==> config.mk <==
export PLATFORM = sky130hd
export DESIGN_NAME = serial_sub
export DESIGN_NICKNAME = d
export VERILOG_FILES = /design/src/rtl/serial_sub.sv
export SDC_FILE = /design/constraint.sdc
export NUM_CORES = 1
export LEC_CHECK = 0
export BUFFER_PORTS_ARGS = -buffer_cell sky130_fd_sc_hd__buf_4
export CELL_PAD_IN_SITES_DETAIL_PLACEMENT = 0
export CELL_PAD_IN_SITES_GLOBAL_PLACEMENT = 2
export CORE_MARGIN = 3
export CORE_UTILIZATION = 35
export DETAILED_ROUTE_END_ITERATION = 7
export PLACE_DENSITY = 0.78
export SYNTH_ARGS = -nofsm -noshare
export SYNTH_HDL_FRONTEND = slang
export SYNTH_SLANG_ARGS = --single-unit
==> constraint.sdc <==
create_clock -name clk -period 1.8 [get_ports clk]
set_input_delay 0.45 -clock clk [delete_from_list [all_inputs] [get_ports clk]]
set_output_delay 0.45 -clock clk [all_outputs]
set_load 0.005 [all_outputs]
==> src/rtl/serial_sub.sv <==
// Multi-cycle subtractor: d = a - b - bin over WIDTH bits, STEP bits per clock, start/done handshake.
// Define SERIAL_SUB_OVF_EN to add the registered signed-overflow output ovf.
module serial_sub #(
    parameter int WIDTH = 8,
    parameter int STEP  = 1
) (
    input  logic             clk,
    input  logic             rst,
    input  logic             start,
    input  logic [WIDTH-1:0] a,
    input  logic [WIDTH-1:0] b,
    input  logic             bin,
    output logic             busy,
    output logic             done,
    output logic [WIDTH-1:0] d,
    output logic             bo
`ifdef SERIAL_SUB_OVF_EN
    ,
    output logic             ovf
`endif
);

    localparam int N  = WIDTH / STEP;
    localparam int CW = $clog2(N + 1);

    typedef enum logic [1:0] {
        S_IDLE,
        S_RUN,
        S_DONE
    } state_t;

    state_t           state;
    state_t           state_nx;
    logic [WIDTH-1:0] a_sr;
    logic [WIDTH-1:0] b_sr;
    logic [WIDTH-1:0] res_sr;
    logic [WIDTH-1:0] res_nx;
    logic             brw;
    logic [CW-1:0]    cnt;
    logic [STEP-1:0]  dig;
    logic             br;
    logic             accept;
    logic             last;
`ifdef SERIAL_SUB_OVF_EN
    logic             a_msb;
    logic             b_msb;
`endif

    // One digit of the borrow chain; the extra top bit of the result is the borrow out.
    function automatic logic [STEP:0] sub_digit(input logic [STEP-1:0] x,
                                                input logic [STEP-1:0] y,
                                                input logic            c);
        return {1'b0, x} - {1'b0, y} - {{STEP{1'b0}}, c};
    endfunction

    assign accept = start && ((state == S_IDLE) || (state == S_DONE));
    assign last   = (cnt == CW'(N - 1));
    assign busy   = (state == S_RUN);
    assign done   = (state == S_DONE);

    always_comb begin
        {br, dig} = sub_digit(a_sr[STEP-1:0], b_sr[STEP-1:0], brw);
        res_nx    = WIDTH'({dig, res_sr} >> STEP);
    end

    always_ff @(posedge clk or posedge rst) begin
        if (rst) begin
            state <= S_IDLE;
        end else begin
            state <= state_nx;
        end
    end

    always_comb begin
        state_nx = state;
        case (state)
            S_IDLE:  if (start) state_nx = S_RUN;
            S_RUN:   if (last) state_nx = S_DONE;
            S_DONE:  state_nx = start ? S_RUN : S_IDLE;
            default: state_nx = S_IDLE;
        endcase
    end

    // Digits enter the result from the MSB end, so after N steps the first digit sits at bit 0.
    always_ff @(posedge clk or posedge rst) begin
        if (rst) begin
            a_sr   <= '0;
            b_sr   <= '0;
            res_sr <= '0;
            brw    <= 1'b0;
            cnt    <= '0;
            d      <= '0;
            bo     <= 1'b0;
`ifdef SERIAL_SUB_OVF_EN
            a_msb  <= 1'b0;
            b_msb  <= 1'b0;
            ovf    <= 1'b0;
`endif
        end else if (accept) begin
            a_sr   <= a;
            b_sr   <= b;
            res_sr <= '0;
            brw    <= bin;
            cnt    <= '0;
`ifdef SERIAL_SUB_OVF_EN
            a_msb  <= a[WIDTH-1];
            b_msb  <= b[WIDTH-1];
`endif
        end else if (state == S_RUN) begin
            a_sr   <= a_sr >> STEP;
            b_sr   <= b_sr >> STEP;
            res_sr <= res_nx;
            brw    <= br;
            cnt    <= cnt + CW'(1);
            if (last) begin
                d  <= res_nx;
                bo <= br;
`ifdef SERIAL_SUB_OVF_EN
                ovf <= (a_msb != b_msb) && (res_nx[WIDTH-1] != a_msb);
`endif
            end
        end
    end

endmodule

==> flow_metrics.env, run 1 <==
export IMPL_grt_max_degree=40
export IMPL_syn_inst=135
export IMPL_endpoint_kind="output port"
export IMPL_antennaDiodeCount=0
export IMPL_syn_avg_cell_area_um2=12.1
export IMPL_cts_buffers=5
export IMPL_power_density_mw_per_mm2=1810
export IMPL_path_cells="nand2b_4 > inv_4 > buf_4"
export IMPL_final_cell_area_mm2=0.00205
export IMPL_yosysTopAreaCellShare_pct=59.9
export IMPL_via_count=1162
export IMPL_dr_pass1_iters=4
export IMPL_routed_via_density=5.23
export IMPL_ys_types=28
export IMPL_clk_latency_ns=0.28
export IMPL_startpoint_type="flop"
export IMPL_path_class="reg -> out"
export IMPL_finalSetupViolCount=0
export IMPL_route_detailed_drc=0
export IMPL_place_hpwl_um=2250
export IMPL_min_path_type="in -> async"
export IMPL_crit_family="buffers and inverters"
export IMPL_maxSlewViolCount=0
export IMPL_status="finished, final reports clean"
export IMPL_slowest_delay_ns=0.37
export IMPL_cp_arrival_ns=1.24
export IMPL_grt_antenna_before_repair=0
export IMPL_die_area_mm2=0.00551
export IMPL_layout_drive_gt1_share_pct=31.8
export IMPL_coreArea_mm2=0.00441
export IMPL_seq_area_frac_synth_pct=59.9
export IMPL_fin_worst_skew_ns=0.00461
export IMPL_placementRows=24
export IMPL_fillers=415
export IMPL_cts_resized=0
export IMPL_synth_area_leaders="dfrtp_1, a22oi_1, mux2_2"
export IMPL_seqCellArea_um2=976
export IMPL_ioPinCount=31
export IMPL_htreeDepth=2
export IMPL_multiInputGateArea_um2=596
export IMPL_required_ns=1.35
export IMPL_tritoncts="done"
export IMPL_die_h_um=74.2
export IMPL_finalCritPeriodShare_pct=94.1
export IMPL_critPathSlowestCell="dfrtp_1"
export IMPL_cts_sinks=39
export IMPL_power_leakage_nw=0.997
export IMPL_clk_pin_slew_ns=0.07
export IMPL_synth_main_ff_cell="dfrtp_1"
export IMPL_place_congestion=0.695
export IMPL_grt_usage_pct=13.9
export IMPL_worst_pin_slew_ns=0.509
export IMPL_yosys_warnings=0
export IMPL_yosysTopAreaCell="dfrtp_1"
export IMPL_syn_cell_area_mm2=0.00163
export IMPL_async_reset_ff_share_pct=100
export IMPL_area_growth_pct=25.8
export IMPL_cts_root_buf="clkbuf_8"
export IMPL_nets=191
export IMPL_grt_pass1_vias=1192
export IMPL_placed_area_mm2=0.00192
export IMPL_rsz0062_at_grt="no"
export IMPL_drv_cap=0
export IMPL_synth_seq_cells=39
export IMPL_synth_fp_nets=157
export IMPL_routedWlPerCell_um=15.1
export IMPL_drtIter0Drc=59
export IMPL_io_buffers=30
export IMPL_fmax_mhz=590
export IMPL_worst_path_max_fanout=19
export IMPL_grt_pass1_wl_um=5700
export IMPL_hold_buffers=0
export IMPL_clockBufferDepth=2
export IMPL_hold_viol_final=0
export IMPL_grt_overflow=0
export IMPL_timing_final_crit_period_ns=1.69
export IMPL_die_w_um=74.2
export IMPL_peakVddDrop_mv=0.847
export IMPL_start_util_pct=36.9
export IMPL_ant_nets=0
export IMPL_path_buf_inv=2
export IMPL_synth_edf_count=0
export IMPL_slew_headroom_pct=66.0
export IMPL_routed_wl_um=3350
export IMPL_setup_tns_ns=0
export IMPL_cts_setup_buffers=0
-- stage by stage --
stage               power, mW  std cells  hold WS [ns]  util, %  setup WS, ns
floorplan                2.41        135         0.460        -         0.376
global placement         2.86        214         0.471     43.4         0.243
detailed placement       2.90        214         0.478     43.4         0.175
CTS                      3.77        222         0.290     46.4        0.0843
global route             4.01        222         0.319     46.4        0.0326
finish                   3.70        222         0.280     46.4         0.106
-- metal layers --
layer  up-vias  share of wire [%]  global-route usage (%)
li1        554                  -                       -
met1       579                 47                    18.2
met2        25                 47                    21.7
met3         4                5.5                    5.68
met4         0               0.84                    3.56
met5         -                  0                       0
-- flip-flops by register name (all words and copies together), names as in the netlist --
register  count
b_sr          8
res_sr        7
bo            1
cnt           4
d             8
a_sr          8
brw           1
state         2
-- cells by family after synthesis --
kind of cell	after synthesis	synth area share, %
compound gates	28	13.4
mux	11	7.37
fa+ha+maj	2	2.00
simple gates	43	13.7
buf+inv	12	3.53
flops	39	59.9
-- power by group --
part | internal [mW] | total (mW) | switching [mW]
clock network | 0.554 | 0.842 | 0.288
registers | 1.28 | 1.52 | 0.244
logic | 0.663 | 1.34 | 0.674
total | 2.50 | 3.70 | 1.21
-- Yosys cell counts (3+ instances only) --
| master | number |
|---|---|
| a22o_1 | 10 |
| a22oi_1 | 12 |
| buf_2 | 5 |
| dfrtp_1 | 39 |
| inv_1 | 3 |
| mux2_2 | 8 |
| mux2i_1 | 3 |
| nand2_1 | 19 |
| nand3_1 | 13 |
-- worst paths after layout --
path | from | endpoint | slack, ns | depth (start not counted)
min | rst | res_sr[2]$_DFFE_PP0P_ | 0.28 | 3
min reg2reg | a_sr[4]$_DFFE_PP0P_ | a_sr[3]$_DFFE_PP0P_ | 0.49 | 2
max in group asynchronous | rst | a_sr[6]$_DFFE_PP0P_ | 1.18 | 3
max reg2reg | cnt[0]$_DFFE_PP0P_ | d[1]$_DFFE_PP0P_ | 0.18 | 4
min in group clk | b[5] | b_sr[5]$_DFFE_PP0P_ | 0.39 | 3
max | state[1]$_DFFE_PP0P_ | busy | 0.11 | 3
-- placed cells by master, fill, tap and decap left out, types with 2 or more instances in the layout --
cell type / n
bufinv_16: 2
o21ai_0: 2
and2b_1: 2
mux2i_1: 3
clkbuf_8: 5
mux2_2: 8
nand3_1: 13
a22oi_1: 12
a31oi_1: 2
dfrtp_1: 39
nor2_1: 2
inv_1: 3
nand2_1: 19
a22o_1: 10
buf_4: 35
-- area by class of cell --
class / count / share of cell area [%]
clock buffer: 6 / 3.54
tap: 52 / 3.17
multi-input combinational: 84 / 29.1
inverter: 4 / 0.855
sequential: 39 / 47.6
clock inverter: 2 / 2.93
timing repair buffer: 35 / 12.8
-- worst reg2reg max path: stages, from the launching register on --
cell and delay, ns:
dfrtp_1 0.39, ha_1 0.20, nand2_1 0.11, nor3_4 0.41, mux2_2 0.40
No activity file was read; power rests on OpenSTA's default activity.
==> run 2: changes to the inputs <==
Settings changed: BUFFER_PORTS_ARGS -buffer_cell sky130_fd_sc_hd__buf_4 to not set, CORE_UTILIZATION 35 to 40, DONT_BUFFER_PORTS set to 1, PLACE_DENSITY 0.78 to 0.77.
==> run 2 against run 1 <==
  * Non-clock buffer count fell by 32
  * Highest routed layer unchanged
  * Critical endpoint unchanged
  * Critical path type unchanged
  * Sequential power barely moved
  * Critical path depth fell by 1
  * Cell count fell by 16%
  * Via count fell by 10%
  * Worst setup slack got worse by 0.016 ns
  * First-iteration DRC count rose by 17%
  * Sequential cell count did not move
  * Fmax fell by 0.95%
  * Clock skew fell by 0.0025 ns
  * Largest power group unchanged
  * Utilization rose by 0.21 points
==> flow_metrics.env, run 2 (synthesis gave the netlist of run 1 again) <==
export IMPL_grt_overflow=0
export IMPL_cp_arrival_ns=1.26
export IMPL_startpoint_type="flop"
export IMPL_finalSetupViolCount=0
export IMPL_tritoncts="done"
export IMPL_power_density_mw_per_mm2=1840
export IMPL_ant_nets=0
export IMPL_maxSlewViolCount=0
export IMPL_p_comb_share_pct=32.7
export IMPL_p_int_mw=2.10
export IMPL_hold_buffers=0
export IMPL_grt_antenna_before_repair=0
export IMPL_clk_latency_ns=0.28
export IMPL_switchingPower_mw=1.15
export IMPL_final_core_util_pct=46.6
export IMPL_pre_cts_ws_ns=0.281
export IMPL_nets=159
export IMPL_fillers=356
export IMPL_path_class="reg -> out"
export IMPL_ioPinCount=31
export IMPL_cts_setup_buffers=0
export IMPL_clk_pin_slew_ns=0.07
export IMPL_fmax_mhz=585
export IMPL_layout_cells_most_common="dfrtp_1"
export IMPL_min_path_type="in -> async"
export IMPL_coreArea_mm2=0.00380
export IMPL_slew_headroom_pct=49.4
export IMPL_routed_wl_um=3070
export IMPL_die_w_um=69.8
export IMPL_dr_pass1_iters=5
export IMPL_status="finished, final reports clean"
export IMPL_drtIter0Drc=69
export IMPL_routed_via_density=5.59
export IMPL_place_hpwl_um=1980
export IMPL_layout_common_cells="dfrtp_1, nand2_1, nand3_1, a22oi_1, a22o_1"
export IMPL_sequentialPowerShare_pct=47.7
export IMPL_worst_path_max_fanout=28
export IMPL_place_congestion=0.737
export IMPL_fin_worst_skew_ns=0.00214
export IMPL_clock_power_share_pct=19.6
export IMPL_p_sw_share_pct=35.4
export IMPL_htreeDepth=2
export IMPL_die_h_um=69.8
export IMPL_grt_pass1_vias=1026
export IMPL_drv_cap=0
export IMPL_finalCritPeriodShare_pct=95.0
export IMPL_cts_resized=0
export IMPL_endpoint_kind="output port"
export IMPL_finalWorstSetupSlack_ns=0.0893
export IMPL_required_ns=1.35
export IMPL_via_count=1040
export IMPL_cts_buffers=5
export IMPL_reg_top3="a_sr: 8 flops, b_sr: 8 flops, d: 8 flops"
export IMPL_grt_max_degree=40
export IMPL_setup_tns_ns=0
export IMPL_placementRows=22
export IMPL_routedWlPerCell_um=16.5
export IMPL_hold_slack_ns=0.162
export IMPL_peakVddDrop_mv=0.829
export IMPL_cts_sinks=39
export IMPL_power_leakage_nw=0.829
export IMPL_timing_final_crit_period_ns=1.71
export IMPL_area_growth_pct=8.76
export IMPL_clockBufferDepth=2
export IMPL_route_detailed_drc=0
export IMPL_rsz0062_at_grt="no"
export IMPL_grt_usage_pct=13.5
export IMPL_antennaDiodeCount=0
export IMPL_layout_drive_gt1_share_pct=15.9
export IMPL_io_buffers=0
export IMPL_cts_root_buf="clkbuf_8"
export IMPL_worst_pin_slew_ns=0.759
export IMPL_hold_viol_final=0
export IMPL_grt_pass1_wl_um=5090
export IMPL_start_util_pct=42.9
export IMPL_die_area_mm2=0.00487
run 2: cell type report:
class / instances / area [um2] / area share, %
Sequential cell: 39 / 976 / 55.1
Multi-Input combinational cell: 84 / 596 / 33.6
Inverter: 4 / 17.5 / 0.989
Timing Repair Buffer: 3 / 22.5 / 1.27
Tap cell: 48 / 60.1 / 3.39
Clock buffer: 8 / 100 / 5.65
run 2: worst paths after layout:
| kind | start | endpoint | slack [ns] | cells past startpoint |
|---|---|---|---|---|
| max | state[1]$_DFFE_PP0P_ | busy | 0.09 | 2 |
| min | rst | a_sr[6]$_DFFE_PP0P_ | 0.16 | 2 |
| max reg2reg | state[1]$_DFFE_PP0P_ | d[6]$_DFFE_PP0P_ | 0.29 | 4 |
| min reg2reg | a_sr[4]$_DFFE_PP0P_ | a_sr[3]$_DFFE_PP0P_ | 0.50 | 2 |
| max in group asynchronous | rst | b_sr[6]$_DFFE_PP0P_ | 1.31 | 2 |
| min in group clk | b[3] | b_sr[3]$_DFFE_PP0P_ | 0.31 | 2 |
run 2: metrics by stage:
stage / std cells / power [mW] / area (um2)
detailed placement: 178 / 2.65 / 1670
CTS: 186 / 3.31 / 1770
global placement: 178 / 2.61 / 1670
floorplan: 135 / 2.41 / 1630
finish: 186 / 3.25 / 1770
global route: 186 / 3.50 / 1770
run 2: critical path, cell delays in order, from the launching register on:
cell and delay [ns]:
dfrtp_1 0.38, nand2b_4 0.27, inv_4 0.32
run 2: power groups by stage:
stage	Combinational (mW)	Clock (mW)	Sequential, mW
after global placement	1.05	0	1.57
after detailed placement	1.08	0	1.57
after CTS	1.09	0.662	1.56
after global routing	1.20	0.697	1.61
after floorplan	0.920	0	1.49
final	1.06	0.638	1.55
run 2: per-layer routing:
metal | vias to the layer above | track usage (%) | routed length, um
met5 | - | 0 | 0
met4 | 0 | 5.74 | 50
met3 | 5 | 6.09 | 247
met2 | 36 | 18.2 | 1360
met1 | 512 | 18.7 | 1410
li1 | 487 | - | -
==> run 3: changes to the inputs <==
Settings changed: CORE_ASPECT_RATIO set to 1.25.
==> run 3 against run 2 <==
  * Routed wire length up 1.4%
  * Clock power up 9.4%
  * Via count is 0.67% lower
  * Combinational power about the same
==> flow_metrics.env, run 3 (synthesis gave the netlist of run 1 again) <==
export IMPL_cp_arrival_ns=1.23
export IMPL_coreArea_mm2=0.00385
export IMPL_slew_headroom_pct=53.5
export IMPL_place_hpwl_um=2080
export IMPL_layout_cells_most_common="dfrtp_1"
export IMPL_placed_area_mm2=0.00168
export IMPL_io_buffers=0
export IMPL_route_detailed_drc=0
export IMPL_required_ns=1.35
export IMPL_p_total_mw=3.31
export IMPL_nets=159
export IMPL_grt_pass1_wl_um=5340
export IMPL_grt_pass1_vias=1064
export IMPL_grt_antenna_before_repair=0
export IMPL_hold_viol_final=0
export IMPL_routedWlPerCell_um=16.3
export IMPL_area_growth_pct=9.37
export IMPL_finalSetupViolCount=0
export IMPL_ioPinCount=31
export IMPL_routed_via_density=5.41
export IMPL_final_cells=191
export IMPL_endpoint_kind="output port"
export IMPL_antennaDiodeCount=0
export IMPL_die_w_um=63.1
export IMPL_clk_latency_ns=0.29
export IMPL_reg_top3="a_sr: 8 flops, b_sr: 8 flops, d: 8 flops"
export IMPL_setup_tns_ns=0
export IMPL_start_util_pct=42.3
export IMPL_maxSlewViolCount=0
export IMPL_layout_common_cells="dfrtp_1, nand2_1, nand3_1, a22oi_1, a22o_1"
export IMPL_timing_final_crit_period_ns=1.68
export IMPL_ant_nets=0
export IMPL_power_leakage_nw=0.828
export IMPL_placementRows=25
export IMPL_die_h_um=77.4
export IMPL_htreeDepth=2
export IMPL_layout_drive_gt1_share_pct=15.3
export IMPL_multiInputGateArea_um2=596
export IMPL_drtIter0Drc=85
export IMPL_grt_max_degree=40
export IMPL_rsz0062_at_grt="no"
export IMPL_cts_sinks=39
export IMPL_die_area_mm2=0.00488
export IMPL_status="finished, final reports clean"
export IMPL_final_cell_area_mm2=0.00178
export IMPL_drv_cap=0
export IMPL_hold_slack_ns=0.158
export IMPL_peakVddDrop_mv=0.810
export IMPL_path_class="reg -> out"
export IMPL_hold_buffers=0
export IMPL_routed_wl_um=3120
export IMPL_fillers=378
export IMPL_power_density_mw_per_mm2=1860
export IMPL_cts_resized=0
export IMPL_place_congestion=0.711
export IMPL_seqCellArea_um2=976
export IMPL_cts_buffers=5
export IMPL_fin_worst_skew_ns=0.00502
export IMPL_clk_pin_slew_ns=0.07
export IMPL_tritoncts="done"
export IMPL_grt_usage_pct=14.2
export IMPL_cts_setup_buffers=0
export IMPL_grt_overflow=0
export IMPL_finalCritPeriodShare_pct=93.4
export IMPL_startpoint_type="flop"
export IMPL_fmax_mhz=595
export IMPL_clockBufferDepth=2
export IMPL_min_path_type="in -> async"
export IMPL_dp_cells=184
export IMPL_dr_pass1_iters=4
export IMPL_worst_path_max_fanout=28
export IMPL_worst_pin_slew_ns=0.697
export IMPL_via_count=1033
export IMPL_cts_root_buf="clkbuf_8"
[run 3: worst max-delay path: stages (launching register included)]
cell and delay [ns]:
dfrtp_1 0.38, nand2b_4 0.26, inv_4 0.30
[run 3: layer usage]
| metal | vias up | wire (um) | global-route usage [%] |
|---|---|---|---|
| li1 | 484 | - | - |
| met1 | 508 | 1300 | 18.1 |
| met2 | 33 | 1480 | 20.8 |
| met3 | 8 | 268 | 5.50 |
| met4 | 0 | 72 | 7.28 |
| met5 | - | 0 | 0 |
[run 3: final cells by class]
| class | count | share of cell area [%] |
|---|---|---|
| Clock buffer | 6 | 4.07 |
| Tap cell | 54 | 3.79 |
| Inverter | 4 | 0.983 |
| Timing Repair Buffer | 3 | 1.26 |
| Sequential cell | 39 | 54.8 |
| Clock inverter | 1 | 1.69 |
| Multi-Input combinational cell | 84 | 33.4 |
[run 3: per-stage QoR]
stage / util, % / setup slack [ns]
finish: 46.3 / 0.119
global route: 46.3 / 0.0461
CTS: 46.3 / 0.0974
detailed placement: 43.6 / 0.285
global placement: 43.6 / 0.306
floorplan: - / 0.376
[run 3: power breakdown]
group | switching [mW] | total, mW | internal, mW
registers | 0.271 | 1.55 | 1.28
logic | 0.582 | 1.06 | 0.475
clock network | 0.292 | 0.698 | 0.406
total | 1.15 | 3.31 | 2.16
[run 3: final timing paths]
path | cells past startpoint | startpoint | end | slack, ns
hold / removal | 2 | rst | d[5]$_DFFE_PP0P_ | 0.16
setup / recovery | 2 | state[1]$_DFFE_PP0P_ | busy | 0.12
setup reg to reg | 4 | state[1]$_DFFE_PP0P_ | d[0]$_DFFE_PP0P_ | 0.29
min in group clk | 1 | a[7] | a_sr[7]$_DFFE_PP0P_ | 0.30
hold reg to reg | 2 | a_sr[5]$_DFFE_PP0P_ | a_sr[4]$_DFFE_PP0P_ | 0.49
max in group asynchronous | 2 | rst | b_sr[4]$_DFFE_PP0P_ | 1.30
